===== src/rtl/fetch_pc_unit_if.sv =====
// Fetch-stage bundle: instruction-memory handshake plus the decode/execute-facing
// instruction, PC and commit/branch signals.
interface fetch_pc_unit_if #(
    parameter int XLEN = 32
);
    logic            imem_req;
    logic [XLEN-1:0] imem_addr;
    logic            imem_ack;
    logic [31:0]     imem_rdata;
    logic [31:0]     instr;
    logic            instr_valid;
    logic            commit;
    logic            PCSrc;
    logic [XLEN-1:0] ImmExt;
    logic [XLEN-1:0] PC;
    logic [XLEN-1:0] PCPlus4;
    logic            misalign;

    modport master (
        output imem_req, imem_addr, instr, instr_valid, PC, PCPlus4, misalign,
        input  imem_ack, imem_rdata, commit, PCSrc, ImmExt
    );

    modport slave (
        input  imem_req, imem_addr, instr, instr_valid, PC, PCPlus4, misalign,
        output imem_ack, imem_rdata, commit, PCSrc, ImmExt
    );
endinterface


===== src/rtl/fetch_pc_unit.sv =====
// PC register and req/ack instruction fetch stage (BOOT -> FETCH -> EXEC loop).
// Optional FETCH_MISALIGN_TRAP_EN: misaligned branch targets halt with a sticky flag.
module fetch_pc_unit #(
    parameter int              XLEN     = 32,
    parameter logic [XLEN-1:0] RESET_PC = 32'h0000_0000
) (
    input  logic              clk,
    input  logic              rst,
    fetch_pc_unit_if.master   bus
);
    typedef enum logic [1:0] {
        ST_BOOT  = 2'd0,
        ST_FETCH = 2'd1,
`ifdef FETCH_MISALIGN_TRAP_EN
        ST_EXEC  = 2'd2,
        ST_HALT  = 2'd3
`else
        ST_EXEC  = 2'd2
`endif
    } state_e;

    localparam logic [31:0]     NOP_INSTR = 32'h0000_0013;
    localparam logic [XLEN-1:0] PC_STEP   = {{(XLEN-3){1'b0}}, 3'b100};

    state_e          state_q, state_d;
    logic [XLEN-1:0] pc_q, pc_d;
    logic [31:0]     instr_q, instr_d;
    logic [XLEN-1:0] pc_plus4_s;
    logic [XLEN-1:0] target_s;
    logic            imem_req_s;
    logic            instr_valid_s;
    logic            misalign_s;
    logic            misalign_d;

    assign pc_plus4_s = pc_q + PC_STEP;
    assign target_s   = bus.PCSrc ? (pc_q + bus.ImmExt) : pc_plus4_s;

    // State, PC and instruction registers
    always_ff @(posedge clk or posedge rst) begin
        if (rst) begin
            state_q <= ST_BOOT;
            pc_q    <= RESET_PC;
            instr_q <= NOP_INSTR;
        end else begin
            state_q <= state_d;
            pc_q    <= pc_d;
            instr_q <= instr_d;
        end
    end

`ifdef FETCH_MISALIGN_TRAP_EN
    logic misalign_q;

    // Sticky misaligned-target flag, cleared only by reset
    always_ff @(posedge clk or posedge rst) begin
        if (rst) begin
            misalign_q <= 1'b0;
        end else begin
            misalign_q <= misalign_d;
        end
    end

    assign misalign_s = misalign_q;
`else
    assign misalign_s = 1'b0;
`endif

    // Next-state: capture on ack in FETCH, step PC on commit in EXEC
    always_comb begin
        state_d    = state_q;
        pc_d       = pc_q;
        instr_d    = instr_q;
        misalign_d = misalign_s;
        case (state_q)
            ST_BOOT: begin
                state_d = ST_FETCH;
            end
            ST_FETCH: begin
                if (bus.imem_ack) begin
                    instr_d = bus.imem_rdata;
                    state_d = ST_EXEC;
                end else begin
                    state_d = ST_FETCH;
                end
            end
            ST_EXEC: begin
                if (bus.commit) begin
`ifdef FETCH_MISALIGN_TRAP_EN
                    if (target_s[1:0] != 2'b00) begin
                        misalign_d = 1'b1;
                        state_d    = ST_HALT;
                    end else begin
                        pc_d    = target_s;
                        state_d = ST_FETCH;
                    end
`else
                    pc_d    = target_s & {{(XLEN-2){1'b1}}, 2'b00};
                    state_d = ST_FETCH;
`endif
                end else begin
                    state_d = ST_EXEC;
                end
            end
`ifdef FETCH_MISALIGN_TRAP_EN
            ST_HALT: begin
                state_d = ST_HALT;
            end
`endif
            default: begin
                state_d = ST_BOOT;
            end
        endcase
    end

    // Handshake outputs decoded from the state register only
    always_comb begin
        imem_req_s    = 1'b0;
        instr_valid_s = 1'b0;
        case (state_q)
            ST_FETCH: begin
                imem_req_s    = 1'b1;
                instr_valid_s = 1'b0;
            end
            ST_EXEC: begin
                imem_req_s    = 1'b0;
                instr_valid_s = 1'b1;
            end
            default: begin
                imem_req_s    = 1'b0;
                instr_valid_s = 1'b0;
            end
        endcase
    end

    assign bus.imem_req    = imem_req_s;
    assign bus.imem_addr   = pc_q;
    assign bus.instr       = instr_q;
    assign bus.instr_valid = instr_valid_s;
    assign bus.PC          = pc_q;
    assign bus.PCPlus4     = pc_plus4_s;
    assign bus.misalign    = misalign_s;
endmodule

===== src/flat_wrapper.sv =====
// flat-port wrapper written by rule: the top's interface ports become plain ports
module fetch_pc_unit_flat 
#(
    parameter int              XLEN     = 32,
    parameter logic [XLEN-1:0] RESET_PC = 32'h0000_0000
)
  (clk, rst, bus_imem_req, bus_imem_addr, bus_instr, bus_instr_valid, bus_PC, bus_PCPlus4, bus_misalign, bus_imem_ack, bus_imem_rdata, bus_commit, bus_PCSrc, bus_ImmExt);
  fetch_pc_unit_if #(.XLEN(XLEN)) bus_i ();
  input  logic clk;
  input  logic rst;
  output wire logic [$bits(bus_i.imem_req)-1:0] bus_imem_req;
  output wire logic [$bits(bus_i.imem_addr)-1:0] bus_imem_addr;
  output wire logic [$bits(bus_i.instr)-1:0] bus_instr;
  output wire logic [$bits(bus_i.instr_valid)-1:0] bus_instr_valid;
  output wire logic [$bits(bus_i.PC)-1:0] bus_PC;
  output wire logic [$bits(bus_i.PCPlus4)-1:0] bus_PCPlus4;
  output wire logic [$bits(bus_i.misalign)-1:0] bus_misalign;
  input wire logic [$bits(bus_i.imem_ack)-1:0] bus_imem_ack;
  input wire logic [$bits(bus_i.imem_rdata)-1:0] bus_imem_rdata;
  input wire logic [$bits(bus_i.commit)-1:0] bus_commit;
  input wire logic [$bits(bus_i.PCSrc)-1:0] bus_PCSrc;
  input wire logic [$bits(bus_i.ImmExt)-1:0] bus_ImmExt;
  assign bus_imem_req = bus_i.imem_req;
  assign bus_imem_addr = bus_i.imem_addr;
  assign bus_instr = bus_i.instr;
  assign bus_instr_valid = bus_i.instr_valid;
  assign bus_PC = bus_i.PC;
  assign bus_PCPlus4 = bus_i.PCPlus4;
  assign bus_misalign = bus_i.misalign;
  assign bus_i.imem_ack = bus_imem_ack;
  assign bus_i.imem_rdata = bus_imem_rdata;
  assign bus_i.commit = bus_commit;
  assign bus_i.PCSrc = bus_PCSrc;
  assign bus_i.ImmExt = bus_ImmExt;
  fetch_pc_unit #(.XLEN(XLEN), .RESET_PC(RESET_PC)) u_core (.clk(clk), .rst(rst), .bus(bus_i));
endmodule

===== config.mk =====
export PLATFORM = sky130hd
export DESIGN_NAME = fetch_pc_unit_flat
export DESIGN_NICKNAME = d
export VERILOG_FILES = /design/src/rtl/fetch_pc_unit_if.sv /design/src/rtl/fetch_pc_unit.sv /design/src/flat_wrapper.sv
export SDC_FILE = /design/constraint.sdc
export NUM_CORES = 1
export LEC_CHECK = 0
export BUFFER_PORTS_ARGS = -buffer_cell sky130_fd_sc_hd__buf_2
export CORE_MARGIN = 4
export CORE_UTILIZATION = 54
export DETAILED_ROUTE_END_ITERATION = 10
export PLACE_DENSITY = 0.91
export SYNTH_ARGS = -nofsm -noshare
export SYNTH_HDL_FRONTEND = slang
export SYNTH_SLANG_ARGS = --single-unit

===== constraint.sdc =====
create_clock -name clk -period 5.1 [get_ports clk]
set_input_delay 0.765 -clock clk [delete_from_list [all_inputs] [get_ports clk]]
set_output_delay 0.765 -clock clk [all_outputs]
set_load 0.01 [all_outputs]

# == After elaboration in Yosys (flattened, before gate mapping) ==
# Index checks and enable logic that the tools add are counted.
# word_totals
output_inout_bits,131
elab_cells,16
ff_bits,64
in_bits,69
# op_classes
addsub,2
mux,6
n_eq_ne,2
reduce_logical,3
# ops
operator,count
"adder 32 x 3 -> 32 bit, second input constant",1
adder 32 bit,1
two-way mux 32 bit,1
case mux 2 bit (3 select lines),1
two-way mux 2 bit,2
AND reduction 2 bit,2
"== test 2 x 1 -> 1 bit, second input constant",1
"== test 2 bit, second input constant",1
logical NOT 2 bit,1
two-way mux 1 bit,2

# == Longest topological paths before layout ==
# Gate-level depths: netlist of run 1.
# logic_depth
word_depth,2
depth_mapped,9

# == Least setup slack after synthesis of run 1 ==
# OpenSTA, ideal clock, no wires.
# synth_timing
kind,in2reg
startpoint,input bus_ImmExt[8]
endpoint,register u_core.pc_q[31] (netlist: u_core.bus.PC[31])
n_path_buf,0
setup_slack_ns,2.286
stages,8
arrival_time_ns,2.682
cell_sequence,ha_1 a21oi_1 o21ai_0 or3b_1 o211ai_1 nand3_1 and4_1 or3_1
# synth_via
elab_chain_cells,2
# synth_rtl
element,line,text
start: declaration,flat_wrapper.sv:22,input wire logic [$bits(bus_i.ImmExt)-1:0] bus_ImmExt;
adder 32 bit,fetch_pc_unit.sv:36,assign target_s = bus.PCSrc ? (pc_q + bus.ImmExt) : pc_plus4_s;
two-way mux 32 bit,fetch_pc_unit.sv:36,
end signal: assignment,fetch_pc_unit.sv:46,pc_q <= pc_d;
end: declaration,fetch_pc_unit.sv:26,"logic [XLEN-1:0] pc_q, pc_d;"
# No other way between the ends.
# A chain may end at the register's enable or synchronous reset.

# == Worst setup path after layout of run 1 ==
# layout_timing
startpoint,register u_core.pc_q[3] (netlist: u_core.bus.PC[3])
endpoint,output bus_PCPlus4[18]
# layout_via
elab_chain_cells,1
# layout_rtl
element,line,text
adder 32 x 3 -> 32 bit,fetch_pc_unit.sv:35,assign pc_plus4_s = pc_q + PC_STEP;
end: declaration,flat_wrapper.sv:16,output wire logic [$bits(bus_i.PCPlus4)-1:0] bus_PCPlus4;
# No other way between the ends.

==> metrics.yaml, run 1 <==
status: "finished clean"
r2r-end: "u_core.bus.PC[29]$_DFFE_PP0P_"
synth_area_um2: 5310
fin_cells: 912
clockBufferDepth: 2
crit_fanout: 8
slew_headroom: 0.139
cpMostUsedCell: "nand3_1"
grt_antenna_before_repair: 0
grt_pass1_vias: 5141
p_int_mw: 2.19
synth_largest_area_cell: "dfrtp_1"
dp.cells: 896
synthDistinctLibCells: 64
p_sw_mw: 2.00
mostFrequentLayoutCell: "buf_2"
drc_errors: 0
synth_seq_cells: 64
finalSetupTns_ns: 0
cp_cell_sequence: "ha_1 > and3_1 > nand3_1 > nor2_1 > nand3_1 > xnor2_1 > buf_2"
routedWlPerCell_um: 18.1
core_area_um2: 9420
irDropWorstVdd_uv: 291
synthTopCellsByArea: "dfrtp_1, ha_1, mux2_2"
r2r_start: "u_core.bus.PC[14]$_DFFE_PP0P_"
startpoint_type: "register"
start_util: 0.564
seqPwrFrac: 0.264
die_w_um: 107
routed_wl_mm: 16.5
hold_path.class: "reg -> reg"
design_area_um2: 6360
tightest_slew_ns: 1.29
first_pass_iters: 5
finalCriticalPeriod_ns: 3.66
setup_violations: 0
worstHoldPathCells: 1
worstSetupPathType: "reg -> out"
synth_warnings: 0
drive_above_1_share: 0.327
netlist_instances: 626
rows: 35
syn2layout_area_growth_pct: 19.8
port_buffers: 190
drv_cap: 0
synth_edf_count: 0
p_leak_nw: 3.08
end_kind: "output pin"
grt_max_degree: 65
ctsResizeCount: 0
hold_viol: 0
root_buffer: "clkbuf_8"
antennaDiodeCount: 0
fmax_ghz: 0.273
die_h_um: 107
setup_ws_ns: 1.44
holdPathEnd: "u_core.bus.instr[17]$_DFFE_PP0P_"
reg2reg_slack_ns: 2.15
placed_cell_area_um2: 6110
switching_share: 0.478
path_clk_slew_ns: 0.08
htreeDepth: 3
dp_slack_ns: 1.88
worstPathRequired_ns: 4.34
io_pins: 200
cts_tree: "yes"
cpPeakStageDelay_ns: 0.62
gr-usage-met3: 0.0470
detail-route-antenna-nets: 0
grt_pass1_wl_mm: 25.7
drt_iter0_markers: 431
crit_slowest_cell: "nor2_1"
cts_buffers: 9
reg2reg_depth: 8
grt_setup_unrepaired: "false"
post_cts_buffers: 0
grt.total_usage: 0.278
layout_common_cells: "buf_2, dfrtp_1, nand2_1"
final_nets: 878
synth-async-reset-ratio: 1.00
gp_congestion: 0.952
ys.flop_type: "dfrtp_1"
cts_sinks: 64
use_met1: 0.358
p_per_area_nw_per_um2: 660
avgSynthCellArea_um2: 8.48
grtUsageMet2: 0.467
dieArea_um2: 11500
crit_arrival_ns: 2.89
combPwrFrac: 0.604
via_count: 5437
holdCritStartpoint: "u_core.bus.instr[17]$_DFFE_PP0P_"
place_hpwl_mm: 12.6
ys_seq_area_frac: 0.302
finalCritPeriodShare: 0.717
power_mw: 4.20
grt-ovfl-total: 0
postCtsHoldBufs: 0
netlist.area_leader.share: 0.287
pwr-share-clk: 0.133
grt.busiest_layer: "met2"
finClkSkew_ns: 0.0185
report.final.slew_viol_count: 0
vias_per_cell: 5.96
clk_latency_ns: 0.34
Yosys cell counts (all sizes together), types with 5 or more instances:
library cell	instances
xnor2	25
buf	40
and4	5
or3	6
nand3	21
nor2b	5
ha	30
a31oi	9
nand2	51
a211oi	8
xor2	22
a22oi	8
clkbuf	17
o211ai	6
and2	8
nor2	48
o21ai	49
dfrtp	61
nand4	10
mux2	32
and3	14
a21oi	50
a21o	11
nor3	19
inv	16
o21a	5
critical path: cells and delay by family (launching register included):
kind | cells | cell delay [ns]
XOR/XNOR | 1 | 0.29
adder cells (fa/ha/maj) | 1 | 0.31
AND/OR/NAND/NOR | 4 | 1.26
flip-flops | 1 | 0.51
buffers and inverters | 1 | 0.19
worst max-delay path by stage:
| stage | start | to | slack [ns] | cells after the start |
|---|---|---|---|---|
| floorplan | bus_ImmExt[8] | u_core.bus.PC[31]$_DFFE_PP0P_ | 2.29 | 8 |
| global placement | bus_PCSrc | u_core.bus.PC[31]$_DFFE_PP0P_ | 1.90 | 6 |
| detailed placement | bus_PCSrc | u_core.bus.PC[31]$_DFFE_PP0P_ | 1.88 | 6 |
| CTS | u_core.bus.PC[3]$_DFFE_PP0P_ | bus_PCPlus4[18] | 1.53 | 7 |
| global route | u_core.bus.PC[3]$_DFFE_PP0P_ | bus_PCPlus4[22] | 1.24 | 7 |
| finish | u_core.bus.PC[3]$_DFFE_PP0P_ | bus_PCPlus4[18] | 1.44 | 7 |
kinds of logic (layout without fill, tap and decap cells):
| group | count (synthesis) | count (layout) | share of synthesized area |
|---|---|---|---|
| mux | 35 | 35 | 0.0735 |
| flops | 64 | 64 | 0.302 |
| other cells | 1 | 7 | 0.000706 |
| fa+ha+maj | 31 | 31 | 0.0745 |
| compound gates | 172 | 172 | 0.201 |
| simple gates | 202 | 202 | 0.193 |
| buf+inv | 74 | 225 | 0.0785 |
| xor+xnor | 47 | 47 | 0.0775 |
through the flow:
stage	hold slack, ns	utilization
finish	0.504	0.676
global route	0.513	0.676
CTS	0.504	0.676
detailed placement	0.487	0.649
global placement	0.464	0.649
floorplan	0.451	-
layout make-up:
cell class / count / area [um2]
Multi-Input combinational cell: 494 / 3310
Fill cell: 751 / 3050
Sequential cell: 64 / 1610
Timing Repair Buffer: 192 / 966
Tap cell: 129 / 161
Clock inverter: 7 / 128
Clock buffer: 9 / 124
Inverter: 17 / 63.8
flip-flops by register name, indices dropped and copies added, names as in the netlist:
register	cells
u_core.state_q	2
u_core.bus.instr	32
u_core.bus.PC	30
power by group through the flow:
stage	combinational, mW	clock, mW	sequential (mW)
final	2.53	0.557	1.11
after detailed placement	2.51	0	1.11
after global placement	2.47	0	1.08
after global routing	2.76	0.588	1.15
after floorplan	1.69	0	1.15
after CTS	2.52	0.565	1.10
layer usage:
metal,vias to the layer above,part of all wire
met1,2553,0.41
met5,-,0
met3,32,0.094
li1,2541,-
met2,311,0.47
met4,0,0.021
Power figures use the tool's default switching activity.
==> inputs of run 2 (changes only) <==
Settings changed: CORE_UTILIZATION 54 to 46, PLACE_DENSITY 0.91 to 0.83.
Clock period 5.1 ns to 3.1 ns, I/O delays scaled along.
==> metrics.yaml, run 2 (synthesis gave the netlist of run 1 again) <==
drive_above_1_share: 0.355
grt_setup_unrepaired: "false"
pwr-share-clk: 0.150
root_buffer: "clkbuf_16"
htreeDepth: 3
crit_arrival_ns: 2.49
path_clk_slew_ns: 0.06
die_h_um: 115
grt_antenna_before_repair: 0
grt.total_usage: 0.242
p_int_mw: 3.97
p_sw_mw: 3.41
placed_cell_area_um2: 6350
layout_common_cells: "buf_2, dfrtp_1, nand2_1"
crit_fanout: 10
postCtsHoldBufs: 0
core_area_um2: 11100
status: "finished clean"
power_mw: 7.38
largest_reg_flops: 32
final_nets: 907
via_count: 5461
detail-route-antenna-nets: 0
startpoint_type: "register"
r2r_start: "u_core.bus.PC[5]$_DFFE_PP0P_"
rows: 38
hold_path.class: "in -> async"
port_buffers: 190
io_pins: 200
end_kind: "output pin"
routed_wl_mm: 16.7
tightest_slew_ns: 0.695
dieArea_um2: 13300
die_w_um: 115
grt-ovfl-total: 0
finClkSkew_ns: 0.00832
finalSetupTns_ns: 0
place_hpwl_mm: 13.1
combPwrFrac: 0.621
first_pass_iters: 5
finalCriticalPeriod_ns: 2.96
drc_errors: 0
clk_latency_ns: 0.33
worstPathRequired_ns: 2.63
final_util: 0.605
drv_cap: 0
seqPwrFrac: 0.229
report.final.slew_viol_count: 0
r2r-end: "u_core.bus.PC[30]$_DFFE_PP0P_"
irDropWorstVdd_uv: 638
p_per_area_nw_per_um2: 1100
switching_share: 0.462
antennaDiodeCount: 0
vias_per_cell: 5.74
hold_viol: 0
clockBufferDepth: 2
finalCritPeriodShare: 0.954
drt_iter0_markers: 464
reg2reg_depth: 9
start_util: 0.479
worstSetupPathType: "reg -> out"
reg2reg_slack_ns: 0.27
grt_pass1_wl_mm: 25.8
cts_sinks: 64
syn2layout_area_growth_pct: 26.3
setup_violations: 0
grt_pass1_vias: 5152
slew_headroom: 0.536
routedWlPerCell_um: 17.5
gp_congestion: 0.950
cts_buffers: 9
design_area_um2: 6710
p_leak_nw: 3.28
cts_tree: "yes"
fmax_ghz: 0.338
mostFrequentLayoutCell: "buf_2"
grt_max_degree: 39
-- run 2: cell types whose count changed in the layout (fill, tap and decap cells not counted), moves of 2 or more --
cell,before,now
buf_4,2,30
clkbuf_16,0,9
clkbuf_8,9,1
clkinvlp_4,0,2
-- run 2: final cells by class --
class                      instances  area, um2
fill                             976       4370
inverter                          17       63.8
sequential                        64       1610
timing repair buffer             221       1200
multi-input combinational        494       3330
clock inverter                     6       92.6
clock buffer                      10        239
tap                              140        175
-- run 2: worst max-delay path by stage --
stage                                        from                       endpoint  depth (start not counted)
finish              u_core.bus.PC[14]$_DFFE_PP0P_                bus_PCPlus4[27]                          7
global route        u_core.bus.PC[14]$_DFFE_PP0P_                bus_PCPlus4[27]                          7
CTS                  u_core.bus.PC[3]$_DFFE_PP0P_                bus_PCPlus4[24]                          7
detailed placement                  bus_ImmExt[5]  u_core.bus.PC[30]$_DFFE_PP0P_                         10
global placement                    bus_ImmExt[5]  u_core.bus.PC[30]$_DFFE_PP0P_                         10
floorplan            u_core.bus.PC[8]$_DFFE_PP0P_  u_core.bus.PC[31]$_DFFE_PP0P_                          8
-- run 2: what timing repair did --
action | 4_1_cts | 5_1_grt
setup buffers | 0 | 0
endpoints found under the setup margin | 0 | 6
resized for setup | 0 | 5
-- run 2: power groups by stage --
stage | clock [mW] | sequential [mW] | combinational (mW)
floorplan | 0 | 1.89 | 2.78
global placement | 0 | 1.67 | 4.46
detailed placement | 0 | 1.68 | 4.53
CTS | 1.12 | 1.68 | 4.55
global route | 1.16 | 1.75 | 5.03
finish | 1.10 | 1.69 | 4.58
-- run 2: critical path: stages, from the launching register on --
cell	delay, ns
dfrtp_1	0.41
buf_4	0.21
inv_2	0.07
or4_4	0.57
nor4_4	0.33
and3_1	0.29
xor2_1	0.15
buf_2	0.15
-- run 2: metal layers --
layer	track usage	routed length, um	up-vias
met5	0	0	-
met4	0.0798	352	0
met3	0.0444	1530	34
met2	0.389	7640	298
met1	0.330	7160	2521
li1	-	-	2608
-- run 2: per-stage QoR --
| step | worst slack, ns | hold WS, ns | std cells |
|---|---|---|---|
| floorplan | 0.557 | 0.451 | 632 |
| global placement | 0.204 | 0.473 | 936 |
| detailed placement | 0.166 | 0.488 | 936 |
| CTS | 0.102 | 0.271 | 952 |
| global route | 0.0362 | 0.308 | 952 |
| finish | 0.143 | 0.248 | 952 |
